===== src/rtl/vga_fb_arbiter.sv =====
// Single-port framebuffer scheduler: VGA scan-out reads take every 2^SCALE_LOG2-th
// visible pixel slot; the remaining slots serve a fill engine, then a CPU write FIFO.
module vga_fb_arbiter #(
   parameter int FB_W       = 160,
   parameter int FB_H       = 120,
   parameter int SCALE_LOG2 = 2,
   parameter int DATA_W     = 3,
   parameter int ADDR_W     = 15,
   parameter int FIFO_DEPTH = 4
) (
   input  logic              clk,
   input  logic              rst_n,
   input  logic [9:0]        pixel_x,
   input  logic [9:0]        pixel_y,
   input  logic              video_on_in,
   input  logic              hsync_in,
   input  logic              vsync_in,
   input  logic              cpu_wr,
   input  logic [ADDR_W-1:0] cpu_addr,
   input  logic [DATA_W-1:0] cpu_data,
   output logic              cpu_ready,
   input  logic              clear_req,
   input  logic [DATA_W-1:0] clear_color,
   output logic              clear_busy,
   output logic [ADDR_W-1:0] mem_addr,
   output logic [DATA_W-1:0] mem_wdata,
   output logic              mem_we,
   input  logic [DATA_W-1:0] mem_rdata,
   output logic [DATA_W-1:0] rgb,
   output logic              hsync,
   output logic              vsync,
   output logic              video_on
);

   localparam int                FB_SIZE   = FB_W * FB_H;
   localparam int                PTR_W     = $clog2(FIFO_DEPTH);
   localparam int                ENTRY_W   = ADDR_W + DATA_W;
   localparam logic [31:0]       FB_SIZE_U = 32'(FB_SIZE);
   localparam logic [ADDR_W-1:0] CLR_LAST  = ADDR_W'(FB_SIZE - 1);
   localparam logic [ADDR_W-1:0] ADDR_ONE  = ADDR_W'(1'b1);
   localparam logic [PTR_W-1:0]  PTR_ONE   = PTR_W'(1'b1);
   localparam logic [PTR_W:0]    CNT_ONE   = (PTR_W + 1)'(1'b1);
   localparam logic [PTR_W:0]    CNT_FULL  = (PTR_W + 1)'(FIFO_DEPTH);

   typedef enum logic [0:0] {
      ST_IDLE  = 1'b0,
      ST_CLEAR = 1'b1
   } clr_state_t;

   clr_state_t          state_r;
   clr_state_t          state_next_s;

   logic                display_slot_s;
   logic                free_slot_s;
   logic [ADDR_W-1:0]   disp_addr_s;

   logic                clear_start_s;
   logic                clear_write_s;
   logic                clr_last_s;
   logic [ADDR_W-1:0]   clr_addr_r;
   logic [DATA_W-1:0]   clr_color_r;
   logic                clear_busy_r;

   logic [ENTRY_W-1:0]  fifo_mem_r [FIFO_DEPTH];
   logic [PTR_W-1:0]    wr_ptr_r;
   logic [PTR_W-1:0]    rd_ptr_r;
   logic [PTR_W:0]      count_r;
   logic                fifo_full_s;
   logic                fifo_empty_s;
   logic                addr_in_range_s;
   logic                push_s;
   logic                store_s;
   logic                pop_s;
   logic [ENTRY_W-1:0]  fifo_head_s;

   logic [1:0]          tag_r;
   logic [DATA_W-1:0]   pix_r;
   logic [DATA_W-1:0]   rgb_r;
   logic [2:0]          von_r;
   logic [2:0]          hs_r;
   logic [2:0]          vs_r;

   assign display_slot_s = video_on_in && (pixel_x[SCALE_LOG2-1:0] == {SCALE_LOG2{1'b0}});
   assign free_slot_s    = ~display_slot_s;
   assign disp_addr_s    = ADDR_W'(32'(pixel_y >> SCALE_LOG2) * 32'(FB_W)
                                   + 32'(pixel_x >> SCALE_LOG2));

   assign clr_last_s     = (clr_addr_r == CLR_LAST);

   // Readiness tracks fullness only, so a same-cycle pop never admits a push into a full FIFO
   assign fifo_full_s     = (count_r == CNT_FULL);
   assign fifo_empty_s    = (count_r == {(PTR_W + 1){1'b0}});
   assign addr_in_range_s = (32'(cpu_addr) < FB_SIZE_U);
   assign cpu_ready       = rst_n & ~fifo_full_s;
   assign push_s          = cpu_wr & cpu_ready;
   assign store_s         = push_s & addr_in_range_s;
   assign pop_s           = free_slot_s & (state_r == ST_IDLE) & ~fifo_empty_s;
   assign fifo_head_s     = fifo_mem_r[rd_ptr_r];

   // Clear FSM state register
   always_ff @(posedge clk or negedge rst_n) begin
      if (!rst_n) begin
         state_r <= ST_IDLE;
      end else begin
         state_r <= state_next_s;
      end
   end

   // Clear FSM next-state logic
   always_comb begin
      state_next_s = state_r;
      case (state_r)
         ST_IDLE: begin
            if (clear_req) begin
               state_next_s = ST_CLEAR;
            end else begin
               state_next_s = ST_IDLE;
            end
         end
         ST_CLEAR: begin
            if (clear_write_s && clr_last_s) begin
               state_next_s = ST_IDLE;
            end else begin
               state_next_s = ST_CLEAR;
            end
         end
         default: state_next_s = ST_IDLE;
      endcase
   end

   // Clear FSM outputs
   always_comb begin
      clear_start_s = 1'b0;
      clear_write_s = 1'b0;
      case (state_r)
         ST_IDLE:  clear_start_s = clear_req;
         ST_CLEAR: clear_write_s = free_slot_s;
         default: begin
            clear_start_s = 1'b0;
            clear_write_s = 1'b0;
         end
      endcase
   end

   // Fill address walker and latched fill colour
   always_ff @(posedge clk or negedge rst_n) begin
      if (!rst_n) begin
         clr_addr_r   <= {ADDR_W{1'b0}};
         clr_color_r  <= {DATA_W{1'b0}};
         clear_busy_r <= 1'b0;
      end else begin
         if (clear_start_s) begin
            clr_addr_r  <= {ADDR_W{1'b0}};
            clr_color_r <= clear_color;
         end else if (clear_write_s) begin
            clr_addr_r <= clr_addr_r + ADDR_ONE;
         end
         clear_busy_r <= (state_next_s == ST_CLEAR);
      end
   end

   assign clear_busy = clear_busy_r;

   // CPU write FIFO; out-of-range entries are acknowledged but never stored
   always_ff @(posedge clk or negedge rst_n) begin
      if (!rst_n) begin
         wr_ptr_r <= {PTR_W{1'b0}};
         rd_ptr_r <= {PTR_W{1'b0}};
         count_r  <= {(PTR_W + 1){1'b0}};
         for (int i = 0; i < FIFO_DEPTH; i++) begin
            fifo_mem_r[i] <= {ENTRY_W{1'b0}};
         end
      end else begin
         if (store_s) begin
            fifo_mem_r[wr_ptr_r] <= {cpu_addr, cpu_data};
            wr_ptr_r             <= wr_ptr_r + PTR_ONE;
         end
         if (pop_s) begin
            rd_ptr_r <= rd_ptr_r + PTR_ONE;
         end
         case ({store_s, pop_s})
            2'b10:   count_r <= count_r + CNT_ONE;
            2'b01:   count_r <= count_r - CNT_ONE;
            default: count_r <= count_r;
         endcase
      end
   end

   // RAM port: display read > fill write > FIFO write > idle (address holds)
   always_ff @(posedge clk or negedge rst_n) begin
      if (!rst_n) begin
         mem_addr  <= {ADDR_W{1'b0}};
         mem_wdata <= {DATA_W{1'b0}};
         mem_we    <= 1'b0;
      end else begin
         if (display_slot_s) begin
            mem_addr <= disp_addr_s;
            mem_we   <= 1'b0;
         end else if (clear_write_s) begin
            mem_addr  <= clr_addr_r;
            mem_wdata <= clr_color_r;
            mem_we    <= 1'b1;
         end else if (pop_s) begin
            mem_addr  <= fifo_head_s[ENTRY_W-1:DATA_W];
            mem_wdata <= fifo_head_s[DATA_W-1:0];
            mem_we    <= 1'b1;
         end else begin
            mem_we <= 1'b0;
         end
      end
   end

   // Read-return tag, pixel hold register and 3-stage sync alignment
   always_ff @(posedge clk or negedge rst_n) begin
      if (!rst_n) begin
         tag_r <= 2'b00;
         pix_r <= {DATA_W{1'b0}};
         rgb_r <= {DATA_W{1'b0}};
         von_r <= 3'b000;
         hs_r  <= 3'b111;
         vs_r  <= 3'b111;
      end else begin
         tag_r <= {tag_r[0], display_slot_s};
         if (tag_r[1]) begin
            pix_r <= mem_rdata;
         end
         rgb_r <= von_r[1] ? (tag_r[1] ? mem_rdata : pix_r) : {DATA_W{1'b0}};
         von_r <= {von_r[1:0], video_on_in};
         hs_r  <= {hs_r[1:0], hsync_in};
         vs_r  <= {vs_r[1:0], vsync_in};
      end
   end

   assign rgb      = rgb_r;
   assign video_on = von_r[2];
   assign hsync    = hs_r[2];
   assign vsync    = vs_r[2];

endmodule


===== config.mk =====
export PLATFORM = sky130hd
export DESIGN_NAME = vga_fb_arbiter
export DESIGN_NICKNAME = d
export VERILOG_FILES = /design/src/rtl/vga_fb_arbiter.sv
export SDC_FILE = /design/constraint.sdc
export NUM_CORES = 1
export LEC_CHECK = 0
export ABC_AREA = 0
export CAP_MARGIN = 0
export CORE_ASPECT_RATIO = 0.75
export CORE_UTILIZATION = 55
export DETAILED_ROUTE_END_ITERATION = 6
export GPL_ROUTABILITY_DRIVEN = 0
export PLACE_DENSITY = 0.83
export SYNTH_ARGS = -nofsm -noshare
export SYNTH_HDL_FRONTEND = slang
export SYNTH_SLANG_ARGS = --single-unit

===== constraint.sdc =====
create_clock -name clk -period 2.9 [get_ports clk]
set_clock_uncertainty 0.15 [all_clocks]
set_input_delay 0.29 -clock clk [delete_from_list [all_inputs] [get_ports clk]]
set_output_delay 0.29 -clock clk [all_outputs]
set_load 0.02 [all_outputs]

==> results of run 1 <==
-- Yosys cell counts (5+ instances only) --
library cell and number:
dfrtp_1 128, nand2_1 43, nor2_1 42, mux2_1 40, mux2_2 35, a21oi_1 21, ha_1 21, o21ai_0 21
mux2i_1 18, mux4_2 18, inv_1 14, xor2_1 12, clkbuf_1 9, nand3_1 9, xnor2_1 9, and2_1 8
buf_6 8, a211oi_1 6, a31oi_1 6, dfstp_2 6, buf_2 5, nor3_1 5
-- critical path: stages --
cell           delay, ns
dlygate4sd3_1       0.55
buf_4               0.13
inv_1               0.04
a31oi_1             0.35
nand2_1             0.18
a21oi_4             0.18
inv_1               0.09
ha_1                0.23
inv_1               0.08
fa_1                0.19
xor2_1              0.14
nor2_1              0.06
xor2_1              0.13
-- layout make-up --
class / count / area, um2 / area share, %
Sequential cell: 134 / 3360 / 41.1
Multi-Input combinational cell: 352 / 2950 / 36.0
Timing Repair Buffer: 104 / 993 / 12.2
Clock buffer: 20 / 467 / 5.71
Tap cell: 162 / 203 / 2.48
Clock inverter: 12 / 151 / 1.85
Inverter: 14 / 52.6 / 0.643
-- where the power goes --
part / internal (uW) / switching [uW] / total, uW
registers: 2530 / 399 / 2930
clock network: 1420 / 794 / 2210
logic: 1150 / 916 / 2060
total: 5090 / 2110 / 7200
-- repair_timing --
item                                   4_1_cts  5_1_grt
buffers inserted                             0        0
hold buffers                                 1        0
endpoints found under the hold margin       41        0
-- logic make-up after synthesis --
| logic type | Yosys count | share of synthesized area, % |
|---|---|---|
| xor gates and xnor gates | 21 | 2.83 |
| muxes | 111 | 22.0 |
| adders and majority gates | 24 | 4.96 |
| DFF | 134 | 51.6 |
| and+or+nand+nor | 131 | 9.46 |
| AOI/OAI and AO/OA | 65 | 5.94 |
| buffers and inverters | 37 | 3.21 |
-- metal layers --
metal	track usage, %	vias up	routed length [um]
li1	-	2056	-
met3	6.50	16	746
met5	0	-	0
met2	42.6	126	7130
met4	8.73	0	171
met1	33.7	2278	6200
-- path summary, 6_finish.rpt --
path	start	to	slack, ns	cells after the start
max	rst_n	count_r[2]	0.40	13
max in group asynchronous	rst_n	fifo_mem_r[16]	0.69	4
min	hsync_in	hs_r[0]	0.14	1
min in group asynchronous	rst_n	rgb[1]	0.40	3
min reg2reg	tag_r[0]	tag_r[1]	0.20	0
max reg2reg	count_r[1]	count_r[2]	0.49	11
-- metrics by stage --
stage | utilization, % | instance area (um2) | std cells
6_report | 70.6 | 8170 | 798
5_1_grt | 70.6 | 8170 | 798
4_1_cts | 70.6 | 8170 | 798
3_5_place_dp | 65.2 | 7540 | 765
3_3_place_gp | 65.2 | 7540 | 765
2_1_floorplan | - | 6510 | 523
==> run_results.csv, run 1 <==
group,metric,value,unit
timing,finalCriticalPeriod,2.50,ns
placed_design,port_buffers,75,
run_status,outcome,"finished clean",
cells_and_area,top_register,"fifo_mem_r",
power,power,7200,uW
timing,hold_violations,0,
drt,wl_per_cell,17.8,um
drt,vias_per_cell,5.61,
timing,slew_headroom,23.9,%
timing,tightestPinTransition,1.14,ns
grt,grt_util_all_layers,25.8,%
setup_path,required,3.04,ns
drt,drt_iter0_markers,219,
clock_tree,clock_latency,0.42,ns
clock_tree,clock-sinks,134,
synthesis,avgSynthCellArea,12.4,um2
cells_and_area,largest_reg_flops,72,
cells_and_area,final_cell_mix,"dfrtp_1 (128), clkdlybuf4s50_1 (74), nand2_1 (43)",
synthesis,ys.warnings.count,0,
setup_path,worstSetupPathType,"primary input to register",
synthesis,postSynthCellCount,523,
placed_design,dpl.hpwl,9910,um
synthesis,seq_area_frac_synth,51.6,%
cells_and_area,top_regs,"fifo_mem_r: 72 flops, clr_addr_r: 15 flops, mem_addr: 15 flops",
timing,setup_viol,0,
cells_and_area,drive_gt1_share,19.7,%
synthesis,ys.flop_type,"dfrtp_1",
synthesis,netlist_top_cells_area,"dfrtp_1 (49%), mux2_1 (6.9%), mux4_2 (6.2%), mux2_2 (6.1%), ha_1 (4.0%)",
drt,ant_nets,0,
grt,grt_first_pass_wirelength,23400,um
floorplan,ios,78,
floorplan,start_util,56.2,%
synthesis,synth_edf_count,0,
drt,drc,0,
clock_tree,clk_path_buf_depth,2,
cells_and_area,antenna_cells,0,
job,cap_violations,0,
worst_hold_path,hp-class,"primary input to register",
synthesis,ys_ff_latch,134,
placed_design,dp_slack,0.0313,ns
clock_tree,clk_pin_slew,0.05,ns
clock_tree,cts_tree,"done",
setup_path,critPathCaptureType,"register",
synthesis,synth_cell_type_count,46,
synthesis,syn_nets,598,
synthesis,synth-async-reset-ratio,100,%
clock_tree,h-tree-depth,4,
power,p_per_area,881,nW/um2
timing,maxClockFrequency,400,MHz
timing,tns,0,ns
cells_and_area,nNetsFinal,698,
clock_tree,cts_buffers,17,
drt,drt-pass1-iter-count,4,
power,leakage,0.00355,uW
grt,grt_pass1_vias,4696,
timing,fin_ws,0.401,ns
timing,grt_setup_unrepaired,"no",
timing,post-route-period-util,86.2,%
drt,num_vias,4476,
grt,grt_antenna_before_repair,0,
floorplan,rows,34,
grt,grt_max_degree,94,
floorplan,die_area,12300,um2
floorplan,core,11600,um2
cells_and_area,layout_commonest_cell,"dfrtp_1",
cells_and_area,fillers,789,
setup_path,path_max_fanout,4,
timing,whs,0.137,ns
synthesis,yosysTopAreaCell,"dfrtp_1",
grt,gr-total-overflow,0,
clock_tree,root_buffer,"clkbuf_16",
floorplan,die_y,96.2,um
setup_path,cp.arrival,2.64,ns
setup_path,start_kind,"primary input",
floorplan,dieWidth,128,um
drt,totalWireLength,14200,um
synthesis,post-synth-top-area-fraction,49.2,%
cells_and_area,area_growth,25.6,%
clock_tree,ctsResizeCount,0,
power,ir_drop,0.000619,V
timing,slew_violations,0,
synthesis,synth_area,6510,um2
Power figures use the tool's default switching activity.
==> run 2, diff against run 1 <==
--- a/config.mk
+++ b/config.mk
@@ -11,6 +11,7 @@
 export CORE_UTILIZATION = 55
 export DETAILED_ROUTE_END_ITERATION = 6
 export GPL_ROUTABILITY_DRIVEN = 0
+export GPL_TIMING_DRIVEN = 0
 export PLACE_DENSITY = 0.83
 export SYNTH_ARGS = -nofsm -noshare
 export SYNTH_HDL_FRONTEND = slang
==> run 2 against run 1 <==
Setup slack got worse by 0.23 ns. First-iteration DRC count increased by 24%. Register-to-register slack got worse by 0.32 ns. Core utilization increased by 0.96 points. Wire length increased by 4.0%. Flip-flop and latch count unchanged. Clock power increased by 11%. Clock-buffer cell count decreased by 1. Largest power group unchanged. Highest routed layer unchanged.
==> run_results.csv, run 2 (synthesis gave the netlist of run 1 again) <==
group,metric,value,unit
cells_and_area,seq_area,3360,um2
cells_and_area,largest_reg_flops,72,
grt,grt_util_all_layers,26.7,%
setup_path,critPathCaptureType,"register",
setup_path,r2r_cells,8,
job,cap_violations,0,
drt,vias_per_cell,5.66,
clock_tree,clock_latency,0.42,ns
setup_path,worstSetupPathType,"register to register",
power,leakage,0.00356,uW
clock_tree,clk_path_buf_depth,2,
cells_and_area,nNetsFinal,698,
drt,drc,0,
floorplan,start_util,56.2,%
floorplan,ios,78,
cells_and_area,top_register,"fifo_mem_r",
drt,num_vias,4515,
placed_design,dpl.hpwl,10100,um
floorplan,die_y,96.2,um
clock_tree,cts_buffers,17,
floorplan,rows,34,
grt,grt_pass1_vias,4688,
cells_and_area,top_regs,"fifo_mem_r: 72 flops, clr_addr_r: 15 flops, mem_addr: 15 flops",
timing,tns,0,ns
power,p_per_area,900,nW/um2
setup_path,cpPeakStageDelay,0.74,ns
clock_tree,h-tree-depth,4,
floorplan,die_area,12300,um2
clock_tree,clk_pin_slew,0.06,ns
cells_and_area,multi_input_area,2950,um2
floorplan,dieWidth,128,um
timing,hold_violations,0,
cells_and_area,area_growth,27.3,%
setup_path,path_common_cell,"xor2_1",
setup_path,start_kind,"register",
cells_and_area,fillers,768,
setup_path,path_delay_family,"simple AND/OR/NAND/NOR gates",
worst_hold_path,holdPathStages,1,
run_status,outcome,"finished clean",
cells_and_area,drive_gt1_share,18.4,%
cells_and_area,antenna_cells,0,
clock_tree,root_buffer,"clkbuf_16",
timing,post-route-period-util,94.2,%
timing,slew_violations,0,
timing,finalCriticalPeriod,2.73,ns
setup_path,slowest_stage,"nor3_2",
grt,gr-total-overflow,0,
drt,drt-pass1-iter-count,5,
worst_hold_path,hp-class,"primary input to register",
timing,grt_setup_unrepaired,"no",
drt,drt_iter0_markers,271,
clock_tree,clock-sinks,134,
drt,wl_per_cell,18.6,um
power,ir_drop,0.000640,V
cells_and_area,layout_commonest_cell,"dfrtp_1",
timing,slew_headroom,41.2,%
timing,tightestPinTransition,0.877,ns
placed_design,port_buffers,75,
timing,maxClockFrequency,366,MHz
timing,fin_ws,0.167,ns
setup_path,path_max_fanout,8,
clock_tree,cts_tree,"done",
floorplan,core,11600,um2
drt,totalWireLength,14800,um
placed_design,dp_slack,-0.302,ns
drt,ant_nets,0,
grt,grt_antenna_before_repair,0,
setup_path,required,3.05,ns
setup_path,cp.arrival,2.88,ns
grt,grt_max_degree,80,
grt,grt_first_pass_wirelength,24000,um
cells_and_area,final_cell_mix,"dfrtp_1 (128), clkdlybuf4s50_1 (74), nand2_1 (43)",
timing,setup_viol,0,
setup_path,critPathBufInv,1,
setup_path,worst-path-stages,8,
setup_path,path_cells,"nor3_2 -> nor3_1 -> ha_1 -> inv_1 -> fa_1 -> xor2_1 -> nor2_1 -> xor2_1",
-- run 2: stage by stage --
stage	hold WS, ns	total power (uW)	instance area [um2]	utilization (%)	std cells
2_1_floorplan	-0.156	4250	6510	-	523
3_3_place_gp	0.184	4810	7460	64.5	760
3_5_place_dp	0.107	4970	7490	64.7	761
4_1_cts	0.118	7470	8270	71.5	798
5_1_grt	0.121	7810	8280	71.6	798
6_report	0.128	7460	8280	71.6	798
-- run 2: what timing repair did --
item                       in CTS  in global routing
hold endpoints to repair       49                  0
buffers inserted                0                  0
gates resized for setup         0                  2
hold buffers                    5                  0
setup endpoints to repair       0                  3
-- run 2: cell type report --
type                            instances  share of cell area [%]
Buffer                                 23                    1.89
Clock buffer                           19                    5.47
Clock inverter                         13                    2.73
Inverter                               14                   0.634
Multi-Input combinational cell        352                    35.6
Sequential cell                       134                    40.6
Tap cell                              162                    2.45
Timing Repair Buffer                   81                    10.6
-- run 2: final timing paths --
kind                             endpoint        from  slack [ns]
max                            count_r[2]  count_r[0]        0.17
min                               hs_r[0]    hsync_in        0.13
max reg2reg                    count_r[2]  count_r[0]        0.17
min reg2reg                       hs_r[2]     hs_r[1]        0.21
max in group asynchronous  fifo_mem_r[11]       rst_n        1.34
min in group asynchronous         hs_r[2]       rst_n        0.38
-- run 2: where the power goes --
group          internal (uW)  switching (uW)  leakage [uW]
Sequential              2530             379       0.00165
Clock                   1650             803      0.000325
Combinational           1130             963       0.00158
Total                   5310            2140       0.00356
-- run 2: per-layer routing --
metal / wire length [um] / track usage, %
met5: 0 / 0
met4: 223 / 10.2
met3: 764 / 6.61
met2: 7210 / 43.2
met1: 6630 / 35.2
==> RTL change 1: new RTL, flow settings as in run 1 <==
The parameter `FIFO_DEPTH` goes from 4 to 2.
--- a/src/rtl/vga_fb_arbiter.sv
+++ b/src/rtl/vga_fb_arbiter.sv
@@ -6,7 +6,7 @@
    parameter int SCALE_LOG2 = 2,
    parameter int DATA_W     = 3,
    parameter int ADDR_W     = 15,
-   parameter int FIFO_DEPTH = 4
+   parameter int FIFO_DEPTH = 2
 ) (
    input  logic              clk,
    input  logic              rst_n,
Formal check against the unedited RTL: not equivalent (Yosys sat finds a counterexample within 4 cycles, from zero or initial values and one cycle with rst_n low).
==> RTL change 1 against run 1 <==
- maximum frequency is 5.9% lower
- total power fell by 36%
- count of clock-buffer cells in the layout decreased by 11
- final area decreased by 27%
- register-to-register slack improved by 0.24 ns
- clock power shrank 48%
- setup slack lost 0.16 ns
- wire length is 23% lower
- area after synthesis decreased by 26%
- utilization increased by 0.30 points
- hold slack better by 0.046 ns
- sequential cell count down 39
==> RTL change 1: results (changes against run 1) <==
finish:
  seq-cell-share_pct: 39.8  # -1.4 points
  multi_input_gate_share_of_total_cell_area_pct: 37.2  # +1.2 points
  n_sequential_cell: 95  # -29%
  layout_filler_cell_count: 608  # -23%
  n_all_buffers: 94  # -9.6%
  clock_area_share_pct: 4.80  # -2.8 points
  final-nonclk-buf-share_pct: 15.3  # +3.2 points
  drive_gt1_share_pct: 17.7  # -2.0 points
  layout.cell_area.non_filler_mm2: 0.00600  # -27%
logic_synthesis:
  synth_adder_area_share_pct: 5.28  # +0.32 points
  post_synth.cell_area_avg_um2: 11.3  # -8.8%
  synth.lib_cells_used.distinct: 49  # +6.5%
  synth_xor_xnor_area_share_pct: 3.29  # +0.47 points
  synth_compound_gate_area_share_pct: 12.0  # +6.1 points
  synth_flop_cell: "sky130_fd_sc_hd__dfrtp_1"
  syn_nets: 492  # -18%
  sequential_cell_area_fraction_in_the_yosys_report_pct: 49.8  # -1.8 points
worst_setup_path:
  worstReg2RegStart: "clear_busy"
  timing.critical_path.arrival_ns: 2.73  # +0.09 ns
  critical_path.top_delay_family: "compound AO/OA/AOI/OAI gates"
  crit-reg2reg-capture: "clr_addr_r[7]"
  max_stage_delay_ns: 0.50  # -0.05 ns
  timing.reg2reg.worst_path_depth: 5  # -6
  cpMaxStageDelayCell: "sky130_fd_sc_hd__o311ai_0"
  worst-r2r-setup-slack_ns: 0.73  # +0.24 ns
global_routing:
  grt_use_total_pct: 26.0  # +0.26 points
  grt_first_pass_wirelength_mm: 18.0  # -23%
  grt_start_max_net_pins: 84  # -11%
detailed_routing:
  dr_total_vias: 3606  # -19%
  routedWlPerCell_um: 17.7  # -0.62%
  detailed_router_iteration_count_before_antenna_repair: 5  # +1
  totalWireLength_mm: 10.9  # -23%
placed_design:
  place.detailed.instances: 600  # -22%
  dpl-instance-area_mm2: 0.00570  # -24%
  placement.setup.worst_slack_ns: -0.0414  # -0.0728 ns
  detailedPlacementHpwl_mm: 7.68  # -22%
power_and_ir_drop:
  static-leakage-power_nw: 2.60  # -27%
clock_tree:
  cts_buffers: 9  # -8
  ctsHtreeMaxLevel: 3  # -1
  clkLatencyLatePin_ns: 0.35  # -0.07 ns
  clk_pin_slew_ns: 0.07  # +0.02 ns
floorplanning:
  row_count: 29  # -15%
status:
  outcome: "complete, no violations"
timing:
  worst_tran_pin_value_ns: 1.04  # -0.104 ns
[RTL change 1: metal layers]
metal  GRT usage, %  up-vias  wire (um)
met3           5.81       20        619
li1               -     1683          -
met1           35.0     1771       4820
met5              0        -          0
met2           42.4      132       5330
met4           7.15        0        172
[RTL change 1: how the worst max path moves through the flow]
stage | start | end | slack, ns
4_1_cts | pixel_y[5] | mem_addr[13] | 0.31
3_3_place_gp | pixel_y[3] | mem_addr[14] | -0.004
2_1_floorplan | pixel_y[3] | mem_addr[14] | 0.47
6_report | pixel_y[5] | mem_addr[14] | 0.24
3_5_place_dp | pixel_y[5] | mem_addr[13] | -0.04
5_1_grt | pixel_y[5] | mem_addr[14] | 0.12
[RTL change 1: where the power goes]
part           total (mW)  internal, mW  switching, mW
combinational        1.46         0.806          0.657
clock                1.14         0.599          0.538
sequential           2.02          1.72          0.305
total                4.63          3.13           1.50
==> RTL change 2: new RTL, flow settings as in run 1 <==
Without the edit above. Make the reset (`rst_n`) synchronous in 5 clocked blocks.
--- a/src/rtl/vga_fb_arbiter.sv
+++ b/src/rtl/vga_fb_arbiter.sv
@@ -98,7 +98,7 @@
    assign fifo_head_s     = fifo_mem_r[rd_ptr_r];
 
    // Clear FSM state register
-   always_ff @(posedge clk or negedge rst_n) begin
+   always_ff @(posedge clk) begin
       if (!rst_n) begin
          state_r <= ST_IDLE;
       end else begin
@@ -143,7 +143,7 @@
    end
 
    // Fill address walker and latched fill colour
-   always_ff @(posedge clk or negedge rst_n) begin
+   always_ff @(posedge clk) begin
       if (!rst_n) begin
          clr_addr_r   <= {ADDR_W{1'b0}};
          clr_color_r  <= {DATA_W{1'b0}};
@@ -162,7 +162,7 @@
    assign clear_busy = clear_busy_r;
 
    // CPU write FIFO; out-of-range entries are acknowledged but never stored
-   always_ff @(posedge clk or negedge rst_n) begin
+   always_ff @(posedge clk) begin
       if (!rst_n) begin
          wr_ptr_r <= {PTR_W{1'b0}};
          rd_ptr_r <= {PTR_W{1'b0}};
@@ -187,7 +187,7 @@
    end
 
    // RAM port: display read > fill write > FIFO write > idle (address holds)
-   always_ff @(posedge clk or negedge rst_n) begin
+   always_ff @(posedge clk) begin
       if (!rst_n) begin
          mem_addr  <= {ADDR_W{1'b0}};
          mem_wdata <= {DATA_W{1'b0}};
@@ -211,7 +211,7 @@
    end
 
    // Read-return tag, pixel hold register and 3-stage sync alignment
-   always_ff @(posedge clk or negedge rst_n) begin
+   always_ff @(posedge clk) begin
       if (!rst_n) begin
          tag_r <= 2'b00;
          pix_r <= {DATA_W{1'b0}};
Check against the original RTL: differs if rst_n is asserted again (counterexample within 4 cycles, from zero or initial values and one cycle with rst_n low); with rst_n held inactive, the same outputs for 4 cycles.
==> RTL change 2 against run 1 <==
- the flow now finishes with violations (design-rule violations)
- via count up 5.9%
- register-to-register slack worse by 0.28 ns
- area after synthesis down 3.4%
- non-clock buffer count up 13
- final area down 1.7%
- wire length up 5.1%
- sequential cell count up 2
- maximum frequency down 11%
- total power down 19%
- clock power down 7%
- setup slack worse by 0.32 ns
==> RTL change 2: results (changes against run 1) <==
finish:
  number_of_antenna_diodes: 0  # unchanged
  final-instance-count-excl-fill: 806  # +1.0%
  layout_filler_cell_count: 710  # -10%
  drive_gt1_share_pct: 16.1  # -3.6 points
  largestRegisters: "fifo_mem_r: 72 flops, clr_addr_r: 15 flops, mem_addr: 15 flops"
  layout.nets: 724  # +3.7%
worst_setup_path:
  cpMaxStageDelayCell: "sky130_fd_sc_hd__or4b_4"
  timing.critical_path.arrival_ns: 3.00  # +0.36 ns
  critical_path.top_delay_family: "simple AND/OR/NAND/NOR gates"
  max_stage_delay_ns: 0.55  # about the same
  critical_path_peak_fanout: 4  # unchanged
detailed_routing:
  route.detailed.drc: 9  # +9
  detail_route.iter0.violations: 492  # +120%
  totalWireLength_mm: 15.0  # +5.1%
  dr_wl_met3_um: 957  # +28%
  via_density_per_instance: 5.88  # +4.9%
  drt-met1-wl_mm: 6.63  # +7.0%
  detailed_router_iteration_count_before_antenna_repair: 7  # +3
  top_layer: "met4"
  met2_length_mm: 7.16  # +0.49%
global_routing:
  grt.met1_usage_pct: 34.7  # +0.95 points
  gr-usage-met2_pct: 45.0  # +2.5 points
  grt_start_max_net_pins: 27  # -71%
  gr-usage-met3_pct: 5.67  # -0.84 points
  first_global_vias: 4635  # -1.3%
  grt_use_total_pct: 26.6  # +0.81 points
  grt_antenna_before_repair: 0  # unchanged
  grt_first_pass_wirelength_mm: 23.6  # +1.2%
logic_synthesis:
  synth_adder_area_share_pct: 4.34  # -0.62 points
  ys_top_cells_by_area: "sky130_fd_sc_hd__edfxtp_1 34%, sky130_fd_sc_hd__dfxtp_1 20%, sky130_fd_sc_hd__and2_1 7.9%"
  muxShareOfSynthArea_pct: 7.40  # -15 points
  synth_xor_xnor_area_share_pct: 3.06  # +0.24 points
  syn_inst: 542  # +3.6%
  sequential_cell_area_fraction_in_the_yosys_report_pct: 54.7  # +3.1 points
  syn_nets: 613  # +2.5%
  synth_flop_cell: "sky130_fd_sc_hd__edfxtp_1"
  synth.lib_cells_used.distinct: 59  # +28%
  synth_compound_gate_area_share_pct: 9.27  # +3.3 points
  number_of_flops_mapped_to_enable_cells_by_yosys: 72  # +72
  post_synth_most_frequent_cells: "79 x sky130_fd_sc_hd__and2_1, 72 x sky130_fd_sc_hd__edfxtp_1, 64 x sky130_fd_sc_hd__dfxtp_1"
  async_reset_ff_share_pct: 0  # -100 points
  yosysWarningCount: 0  # unchanged
clock_tree:
  cts-root-to-sink-buffers: 2  # unchanged
  cts_buffers: 17  # unchanged
  post_cts.repair.setup_buffers: 0  # unchanged
  clk_pin_slew_ns: 0.06
placed_design:
  detailedPlacementHpwl_mm: 9.98  # +0.70%
  place.detailed.instances: 774  # +1.2%
  place.port_buffers: 75  # unchanged
status:
  violated_checks: "design-rule violations"
  outcome: "finished with violations"
timing:
  worst_tran_pin_value_ns: 0.747  # -0.394 ns
power_and_ir_drop:
  vdd.ir_drop.worst_mv: 0.543  # -12%
  static-leakage-power_nw: 3.04  # -14%
min_path:
  hold_class: "register to register"
-- RTL change 2: cell types whose count changed in the layout (fill, tap and decap cells not counted), sizes merged, moves of 14 or more --
cell / run 1 / this run
dfrtp: 128 / 0
mux2: 75 / 0
edfxtp: 0 / 72
and2: 8 / 79
dfxtp: 0 / 64
nand2: 43 / 16
o22ai: 2 / 16
-- RTL change 2: kinds of logic after synthesis --
logic type      Yosys count
xor+xnor                 22
fa+ha+maj                20
buf+inv                  42
simple gates            209
flops                   136
mux                      24
compound gates           89
-- RTL change 2: path summary, 6_finish.rpt --
path / startpoint / endpoint / slack [ns] / depth (start not counted)
worst min-delay path: hs_r[1] / hs_r[2] / 0.26 / 1
worst max-delay path: pixel_y[5] / mem_addr[14] / 0.08 / 9
worst max register to register: clear_busy / count_r[2] / 0.21 / 7
worst min register to register: hs_r[1] / hs_r[2] / 0.26 / 1
-- RTL change 2: layout make-up --
type,instances,share of cell area [%]
tap,140,2.18
clock buffer,22,6.32
clock inverter,10,0.794
sequential,136,42.9
inverter,17,0.794
timing repair buffer,117,13.5
multi-input combinational,364,33.6
-- RTL change 2: power breakdown --
group / switching (mW) / internal, mW / total [mW]
clock: 0.815 / 1.24 / 2.06
sequential: 0.114 / 2.21 / 2.32
combinational: 0.776 / 0.689 / 1.47
-- RTL change 2: per-stage QoR --
stage | cell area [um^2] | setup WS, ns | hold WS (ns) | total power [mW] | util, %
CTS | 8020 | 0.0693 | 0.257 | 5.83 | 72.8
global placement | 7450 | -0.290 | 0.240 | 3.72 | 67.6
detailed placement | 7450 | -0.320 | 0.244 | 3.77 | 67.6
floorplan | 6290 | 0.148 | 0.213 | 3.23 | -
global route | 8040 | 0.0279 | 0.266 | 6.05 | 72.9
finish | 8040 | 0.0836 | 0.255 | 5.84 | 72.9
